<file path="config.mk">
export PLATFORM = sky130hd
export DESIGN_NAME = fifo_level
export DESIGN_NICKNAME = d
export VERILOG_FILES = /design/src/rtl/fifo_level_pkg.sv /design/src/rtl/fifo_level_ram.sv /design/src/rtl/fifo_level.sv
export SDC_FILE = /design/constraint.sdc
export NUM_CORES = 1
export LEC_CHECK = 0
export ABC_AREA = 0
export BUFFER_PORTS_ARGS = -buffer_cell sky130_fd_sc_hd__buf_2
export CAP_MARGIN = 10
export CORE_MARGIN = 1
export CORE_UTILIZATION = 53
export CTS_CLUSTER_DIAMETER = 80
export DETAILED_ROUTE_END_ITERATION = 8
export GPL_ROUTABILITY_DRIVEN = 1
export PLACE_DENSITY = 0.66
export SLEW_MARGIN = 20
export SYNTH_ARGS = -nofsm -noshare
export SYNTH_HDL_FRONTEND = slang
export SYNTH_SLANG_ARGS = --single-unit
</file>
<file path="constraint.sdc">
create_clock -name clk -period 12.97 [get_ports clk]
set_input_delay 1.297 -clock clk [delete_from_list [all_inputs] [get_ports clk]]
set_output_delay 1.297 -clock clk [all_outputs]
set_load 0.01 [all_outputs]
</file>
<file path="src/rtl/fifo_level_pkg.sv">
// Shared sizing helpers for the fifo_level slice.
package fifo_level_pkg;

    // Pointers carry one extra wrap bit so full and empty are distinguishable.
    function automatic int unsigned ptr_width(input int unsigned addr_w);
        return addr_w + 1;
    endfunction

    function automatic int unsigned fifo_depth(input int unsigned addr_w);
        return 2 ** addr_w;
    endfunction

    // Legal threshold ranges: almost_full in 1..DEPTH, almost_empty in 0..DEPTH-1.
    function automatic bit af_lvl_ok(input int unsigned lvl, input int unsigned addr_w);
        return (lvl >= 1) && (lvl <= fifo_depth(addr_w));
    endfunction

    function automatic bit ae_lvl_ok(input int unsigned lvl, input int unsigned addr_w);
        return lvl < fifo_depth(addr_w);
    endfunction

endpackage

</file>
<file path="src/rtl/fifo_level_ram.sv">
// DEPTH x WIDTH storage: one synchronous write port, one asynchronous read port.
module fifo_level_ram #(
    parameter int unsigned WIDTH  = 16,
    parameter int unsigned ADDR_W = 6
) (
    input  logic              clk,
    input  logic              wr_en,
    input  logic [ADDR_W-1:0] wr_addr,
    input  logic [WIDTH-1:0]  wr_data,
    input  logic [ADDR_W-1:0] rd_addr,
    output logic [WIDTH-1:0]  rd_data
);

    logic [WIDTH-1:0] mem_q [2**ADDR_W];

    // Write port; contents are deliberately not reset.
    always_ff @(posedge clk) begin
        if (wr_en) begin
            mem_q[wr_addr] <= wr_data;
        end
    end

    assign rd_data = mem_q[rd_addr];

endmodule

</file>
<file path="src/rtl/fifo_level.sv">
// Parametrised synchronous FIFO with fill level, thresholds, flush and sticky error flags.
module fifo_level
    import fifo_level_pkg::*;
#(
    parameter int unsigned WIDTH  = 16,
    parameter int unsigned ADDR_W = 6,
    parameter int unsigned AF_LVL = 56,
    parameter int unsigned AE_LVL = 8
) (
    input  logic              clk,
    input  logic              reset_n,
    input  logic              flush,
    input  logic [WIDTH-1:0]  wr_port,
    input  logic              wr_req,
    output logic              q_full,
    output logic [WIDTH-1:0]  rd_port,
    input  logic              rd_done,
    output logic              q_empty,
    output logic [ADDR_W:0]   level,
    output logic              almost_full,
    output logic              almost_empty,
    output logic              overflow,
    output logic              underflow,
    input  logic              err_clr
);

    localparam int unsigned PtrW = ptr_width(ADDR_W);
    localparam int unsigned Depth = fifo_depth(ADDR_W);
    localparam logic [PtrW-1:0] DepthLvl = PtrW'(Depth);
    localparam logic [PtrW-1:0] AfLvl    = PtrW'(AF_LVL);
    localparam logic [PtrW-1:0] AeLvl    = PtrW'(AE_LVL);

    logic [PtrW-1:0] wr_ptr_q, wr_ptr_d;
    logic [PtrW-1:0] rd_ptr_q, rd_ptr_d;
    logic            overflow_q, overflow_d;
    logic            underflow_q, underflow_d;

    logic [PtrW-1:0] lvl;
    logic            push_acc;
    logic            pop_acc;
    logic            ram_we;

    // Level and flags come straight from the registered pointers.
    always_comb begin
        lvl          = wr_ptr_q - rd_ptr_q;
        q_full       = (lvl == DepthLvl);
        q_empty      = (lvl == '0);
        almost_full  = (lvl >= AfLvl);
        almost_empty = (lvl <= AeLvl);
    end

    assign level     = lvl;
    assign overflow  = overflow_q;
    assign underflow = underflow_q;

    // Accept logic; a read frees the slot a simultaneous write into a full queue needs.
    always_comb begin
        push_acc = wr_req && (!q_full || rd_done) && !flush;
        pop_acc  = rd_done && !q_empty && !flush;
        ram_we   = push_acc;
    end

    // Pointer next state; flush empties the queue by catching rd_ptr up to wr_ptr.
    always_comb begin
        wr_ptr_d = wr_ptr_q;
        rd_ptr_d = rd_ptr_q;
        if (flush) begin
            rd_ptr_d = wr_ptr_q;
        end else begin
            if (push_acc) begin
                wr_ptr_d = wr_ptr_q + 1'b1;
            end
            if (pop_acc) begin
                rd_ptr_d = rd_ptr_q + 1'b1;
            end
        end
    end

    // Sticky errors: a set event outranks err_clr in the same cycle.
    always_comb begin
        overflow_d  = overflow_q;
        underflow_d = underflow_q;
        if (err_clr) begin
            overflow_d  = 1'b0;
            underflow_d = 1'b0;
        end
        if (!flush && wr_req && q_full && !rd_done) begin
            overflow_d = 1'b1;
        end
        if (!flush && rd_done && q_empty) begin
            underflow_d = 1'b1;
        end
    end

    // State registers with synchronous active-low reset.
    always_ff @(posedge clk) begin
        if (!reset_n) begin
            wr_ptr_q    <= '0;
            rd_ptr_q    <= '0;
            overflow_q  <= 1'b0;
            underflow_q <= 1'b0;
        end else begin
            wr_ptr_q    <= wr_ptr_d;
            rd_ptr_q    <= rd_ptr_d;
            overflow_q  <= overflow_d;
            underflow_q <= underflow_d;
        end
    end

    fifo_level_ram #(
        .WIDTH  (WIDTH),
        .ADDR_W (ADDR_W)
    ) u_ram (
        .clk     (clk),
        .wr_en   (ram_we),
        .wr_addr (wr_ptr_q[ADDR_W-1:0]),
        .wr_data (wr_port),
        .rd_addr (rd_ptr_q[ADDR_W-1:0]),
        .rd_data (rd_port)
    );

endmodule

</file>
==> results of run 1 <==
worst min path at each step:
stage	end	start	slack [ps]	depth (start not counted)
finish	overflow$_SDFFE_PN0P_	overflow$_SDFFE_PN0P_	530	2
global placement	wr_ptr_q[6]$_SDFFE_PN0P_	wr_ptr_q[6]$_SDFFE_PN0P_	490	2
CTS	wr_ptr_q[6]$_SDFFE_PN0P_	wr_ptr_q[6]$_SDFFE_PN0P_	510	2
global route	wr_ptr_q[6]$_SDFFE_PN0P_	wr_ptr_q[6]$_SDFFE_PN0P_	530	2
detailed placement	wr_ptr_q[6]$_SDFFE_PN0P_	wr_ptr_q[6]$_SDFFE_PN0P_	500	2
floorplan	wr_ptr_q[6]$_SDFFE_PN0P_	wr_ptr_q[6]$_SDFFE_PN0P_	470	2
cell usage after synthesis, drive strengths merged, types with 7 or more instances:
library cell | number | share of area
nor2 | 56 | 0.0052
edfxtp | 1024 | 0.76
dfxtp | 22 | 0.011
a21oi | 13 | 0.0016
clkbuf | 47 | 0.0044
xnor2 | 7 | 0.0015
mux2i | 13 | 0.0032
ha | 8 | 0.0025
nand2 | 35 | 0.0032
inv | 15 | 0.0014
mux4 | 327 | 0.18
nor3 | 16 | 0.0020
mux2 | 9 | 0.0025
o21ai | 20 | 0.0025
buf | 41 | 0.0046
nand3 | 9 | 0.0011
state kept, by name, indices dropped and copies added, names as in the netlist, named ones only:
signal,flops
overflow,1
rd_ptr_q,7
underflow,1
wr_ptr_q,7
u_ram.mem_q,1024
metal layers:
metal,global-route usage,vias to the layer above
met5,0,-
li1,-,7638
met2,0.395,796
met4,0.0715,2
met1,0.346,10200
met3,0.0564,156
worst max-delay path, cell delays in order, from the launching register on:
cell and delay, ps:
dfxtp_4 910, buf_12 610, buf_4 810, mux4_2 600
mux4_2 510, mux2_2 290, nand2_1 280, o21ai_0 280
buf_2 220
power breakdown:
part / internal, mW / switching, mW
Combinational: 0.177 / 0.229
Clock: 1.72 / 1.25
Sequential: 3.72 / 0.0180
cell families after synthesis:
logic type	after synthesis
flip-flops	1046
multiplexers	349
AND/OR/NAND/NOR	145
buffers and inverters	103
AO/OA/AOI/OAI	53
XOR/XNOR	12
adder cells (fa/ha/maj)	9
layout make-up:
type / instances / area [µm²] / area share
inverters: 15 / 56.3 / 0.00123
well taps: 969 / 1210 / 0.0265
flip-flops and latches: 1046 / 31200 / 0.682
multi-input cells: 568 / 8970 / 0.196
clock buffers: 123 / 2730 / 0.0596
repair buffers: 130 / 901 / 0.0197
clock inverters: 67 / 664 / 0.0145
cells in the final DEF, fill, tap and decap left out, types with 13 or more instances in the layout:
master,n
mux4_2,327
edfxtp_1,1024
dfxtp_1,17
mux2i_1,13
nor3_2,13
clkbuf_16,105
clkinv_2,20
nand2_1,35
buf_4,88
a21oi_1,13
nor2_1,32
o21ai_0,20
clkbuf_1,15
inv_1,14
nor2_2,21
buf_2,40
clkinv_1,25
through the flow:
stage          cell area, µm²  worst slack [ps]   util
5_1_grt                 45700              5790  0.610
3_3_place_gp            42300              6960  0.564
3_5_place_dp            42300              6920  0.565
6_report                45700              6190  0.610
2_1_floorplan           40400              8820      -
4_1_cts                 45700              6210  0.610
==> impl_metrics.ini, run 1 <==
[critical_path]
r2r_end = u_ram.mem_q[56][12]$_DFFE_PP_
endpoint_kind = output pin
cp-endpoint = rd_port[5]
crit_type = register to output pin
required_ps = 11670
rrSetupSlack_ps = 7640
start_kind = register
worstRegToRegCells = 13
worstPathMaxFanout = 99
r2r_start = wr_ptr_q[0]$_SDFFE_PN0P_
cp.arrival_ps = 5490

[routing]
wl_met1_mm = 37.6
wl_met3_mm = 7.54
routed-wl-met2_mm = 45.8
routed_via_density = 6.43
drt-total-wl_mm = 93.4
first_pass_iters = 5
first_iter_violations = 2227
vias = 18800
wire_per_inst_um = 32.0
drc = 0
antenna_left = 0
routed.top_layer = met5

[cts]
numCtsBuffers = 103
cts_sinks = 1046
path_clk_slew_ps = 60
clk_path_buf_depth = 3
cts_resized = 0
post_cts_buffers = 0
htree_levels = 3
cts_hold_buffers = 0
clock_latency_ps = 660
cts_tree = built
root_buffer = clkbuf_16

[global_routing]
grt_max_degree = 149
antenna_found_initial = 1
grt_usage = 0.248
grt_pass1_vias = 19100
overflow = 0
grt_pass1_wl_mm = 135

[synthesis]
synth_top_family_by_area = multiplexers
synth-compound-area-share = 0.00845
yosys_warnings = 0
syn-mean-instance-area_um2 = 23.6
synthAdderAreaFrac = 0.00297
synth_cell_types = 47
synth-seq-area-share = 0.771
ys.flop_type = edfxtp_1
synth_xor_area_frac = 0.00278
synth_area_um2 = 40400
synthMuxAreaShare = 0.188
syn_inst = 1717
synth_edf_count = 1024
ys_ff_latch = 1046
syn_nets = 1748
synth_simple_gate_area_frac = 0.0163
async_flop_share = 0

[die]
die_area_um2 = 77400
io_pins = 51
initial_core_util = 0.540
die_width_um = 278
rows = 100
core_area_um2 = 74900
die_y_um = 278

[layout]
final_cells = 2918
fill_cells = 5113
final_net_count = 1895
syn_to_final_growth_pct = 13.1
drive_gt1_frac = 0.342
antenna_cells = 0

[power_and_ir_drop]
total_power_mw = 7.10
p_leak_nw = 14.0
powerDensity_nw_per_um2 = 155
ir_drop_mv = 0.139

[placement]
gp_congestion = 0.801
portBuffers = 50
dp.cells = 2728
dp_hpwl_mm = 51.4

[sta]
timing.fmax_mhz = 147
final-setup-viol-count = 0
hold_viol_final = 0
final.setup_skew_ps = 22.4
post-route-period-util = 0.523
finalMaxSlewViolations = 0
hold-worst-slack_ps = 525
worst-slew-pin-transition_ps = 1100
grt_setup_unrepaired = false
maxSlewHeadroom = 0.266
finalCriticalPeriod_ps = 6780
final.setup.tns_ps = 0

[outcome]
status = complete, no violations

[flow_run]
drv_cap = 0

[min_path]
hold_class = register to register
(Power assumes the default switching activity.)
==> inputs of run 2 (changes only) <==
--- a/config.mk
+++ b/config.mk
@@ -5,7 +5,7 @@
 export SDC_FILE = /design/constraint.sdc
 export NUM_CORES = 1
 export LEC_CHECK = 0
-export ABC_AREA = 0
+export ABC_AREA = 1
 export BUFFER_PORTS_ARGS = -buffer_cell sky130_fd_sc_hd__buf_2
 export CAP_MARGIN = 10
 export CORE_MARGIN = 1
==> constraint.sdc (replaced) <==
create_clock -name clk -period 6.3 [get_ports clk]
set_input_delay 0.63 -clock clk [delete_from_list [all_inputs] [get_ports clk]]
set_output_delay 0.63 -clock clk [all_outputs]
set_load 0.01 [all_outputs]
==> impl_metrics.ini, run 2 <==
[outcome]
status = complete, no violations

[cts]
clk_path_buf_depth = 3
cts_sinks = 1046
cts_tree = built
path_clk_slew_ps = 60
cts_resized = 0
root_buffer = clkbuf_16
cts_hold_buffers = 0
post_cts_buffers = 0
htree_levels = 3
numCtsBuffers = 103
clock_latency_ps = 670

[routing]
first_iter_violations = 3044
routed_via_density = 6.29
drc = 0
vias = 26900
first_pass_iters = 6
wire_per_inst_um = 26.0
drt-total-wl_mm = 111
antenna_left = 0

[die]
rows = 102
die_y_um = 282
initial_core_util = 0.536
core_area_um2 = 77600
io_pins = 51
die_width_um = 282
die_area_um2 = 79600

[sta]
grt_setup_unrepaired = false
final-setup-viol-count = 0
timing.fmax_mhz = 204
post-route-period-util = 0.780
final.setup_skew_ps = 25.4
maxSlewHeadroom = 0.236
hold_viol_final = 0
hold-worst-slack_ps = 221
finalMaxSlewViolations = 0
final.setup.tns_ps = 0
worst-slew-pin-transition_ps = 1150
finalCriticalPeriod_ps = 4910

[min_path]
hold_end = wr_ptr_q[0]$_SDFFE_PN0P_
hold_depth = 3
hold_class = input port to register
min_from = reset_n

[global_routing]
grt_usage = 0.281
overflow = 0
grt_pass1_vias = 25500
grt_max_degree = 258
grt_pass1_wl_mm = 164
antenna_found_initial = 1

[power_and_ir_drop]
total_power_mw = 14.6
ir_drop_mv = 0.246
p_leak_nw = 14.9
powerDensity_nw_per_um2 = 316

[critical_path]
endpoint_kind = output pin
start_kind = register
critPathTopFamily = buffers and inverters
required_ps = 5670
slowest_stage = buf_4
r2r_end = u_ram.mem_q[53][4]$_DFFE_PP_
worstRegToRegCells = 14
cp.depth = 9
cp.arrival_ps = 4280
worstPathMaxFanout = 87
r2r_start = wr_ptr_q[0]$_SDFFE_PN0P_
crit_type = register to output pin
worstPathCellList = buf_4, buf_4, o21ai_0, o221ai_1, o211ai_1, nand3_1, nand3_1, nand2_1, buf_2
rrSetupSlack_ps = 2380
slowest_delay_ps = 870
path_buf_inv = 3

[synthesis]
yosys_warnings = 0
synth_edf_count = 1024
synth-seq-area-share = 0.750
ys_ff_latch = 1046
synth_cell_types = 35
synth_top_area_share = 0.739
syn_nets = 3157
synthTopCellsByArea = edfxtp_1, o21ai_0, nor2_1
yosysTopAreaCell = edfxtp_1
syn_inst = 3126
synthTopCellsByCount = edfxtp_1, nor2_1, o21ai_0
syn-mean-instance-area_um2 = 13.3
synth_most_common_cell = edfxtp_1
synth_area_um2 = 41600
ys.flop_type = edfxtp_1
async_flop_share = 0

[placement]
dp_hpwl_mm = 59.3
portBuffers = 50
gp_congestion = 0.849
dp.cells = 4088
postPlaceCellArea_um2 = 43000

[layout]
antenna_cells = 0
final_cells = 4278
reg.largest.list = u_ram.mem_q (1024), rd_ptr_q (7), wr_ptr_q (7)
layout_common_cells = edfxtp_1, nor2_1, o21ai_0, o22ai_1, nand3_1
largest_reg_flops = 1024
post-route-cell-area_um2 = 46300
final_net_count = 3184
syn_to_final_growth_pct = 11.4
final_common_cell = edfxtp_1
drive_gt1_frac = 0.0998
largest-register = u_ram.mem_q

[flow_run]
drv_cap = 0
## run 2: worst max-delay path by stage
stage	endpoint	slack (ps)
global route	rd_port[12]	1120
finish	rd_port[8]	1390
global placement	rd_port[10]	2200
floorplan	u_ram.mem_q[0][0]$_DFFE_PP_	3020
detailed placement	rd_port[12]	2120
CTS	rd_port[12]	1430
## run 2: cell families (layout without fill, tap and decap cells)
kind of cell               after synthesis  count (layout)  synth area share
DFF                                   1046            1046             0.750
buffers and inverters                  296             408            0.0289
xor gates and xnor gates                 8               8           0.00168
AOI/OAI and AO/OA                      921             921             0.132
adders and majority gates                9               9           0.00289
and+or+nand+nor                        846             846            0.0843
## run 2: stage by stage
stage | setup slack (ps) | util
floorplan | 3020 | -
global route | 1120 | 0.597
detailed placement | 2120 | 0.555
CTS | 1430 | 0.597
global placement | 2200 | 0.555
finish | 1390 | 0.597
## run 2: area by class of cell
cell class	instances	area, µm²
clock buffer	126	2720
clock inverter	64	572
fill	6022	31300
inverter	70	284
multi-input combinational	1784	9210
sequential	1046	31200
tap	1040	1300
timing repair buffer	148	1040
## run 2: worst min-delay path: stages
cell,delay (ps)
buf_2,110
nand2_1,60
nor2_1,40
## run 2: routing by layer
layer | vias to the layer above | GRT usage | wire, µm
met5 | - | 0 | 13
met4 | 2 | 0.0797 | 2760
met2 | 1478 | 0.440 | 51900
met1 | 13400 | 0.398 | 44800
met3 | 182 | 0.0606 | 11900
li1 | 11900 | - | -
## run 2: where the power goes
part	total, mW	switching, mW	internal (mW)
registers	7.67	0.0202	7.65
logic	0.954	0.715	0.239
clock network	6.00	2.54	3.46
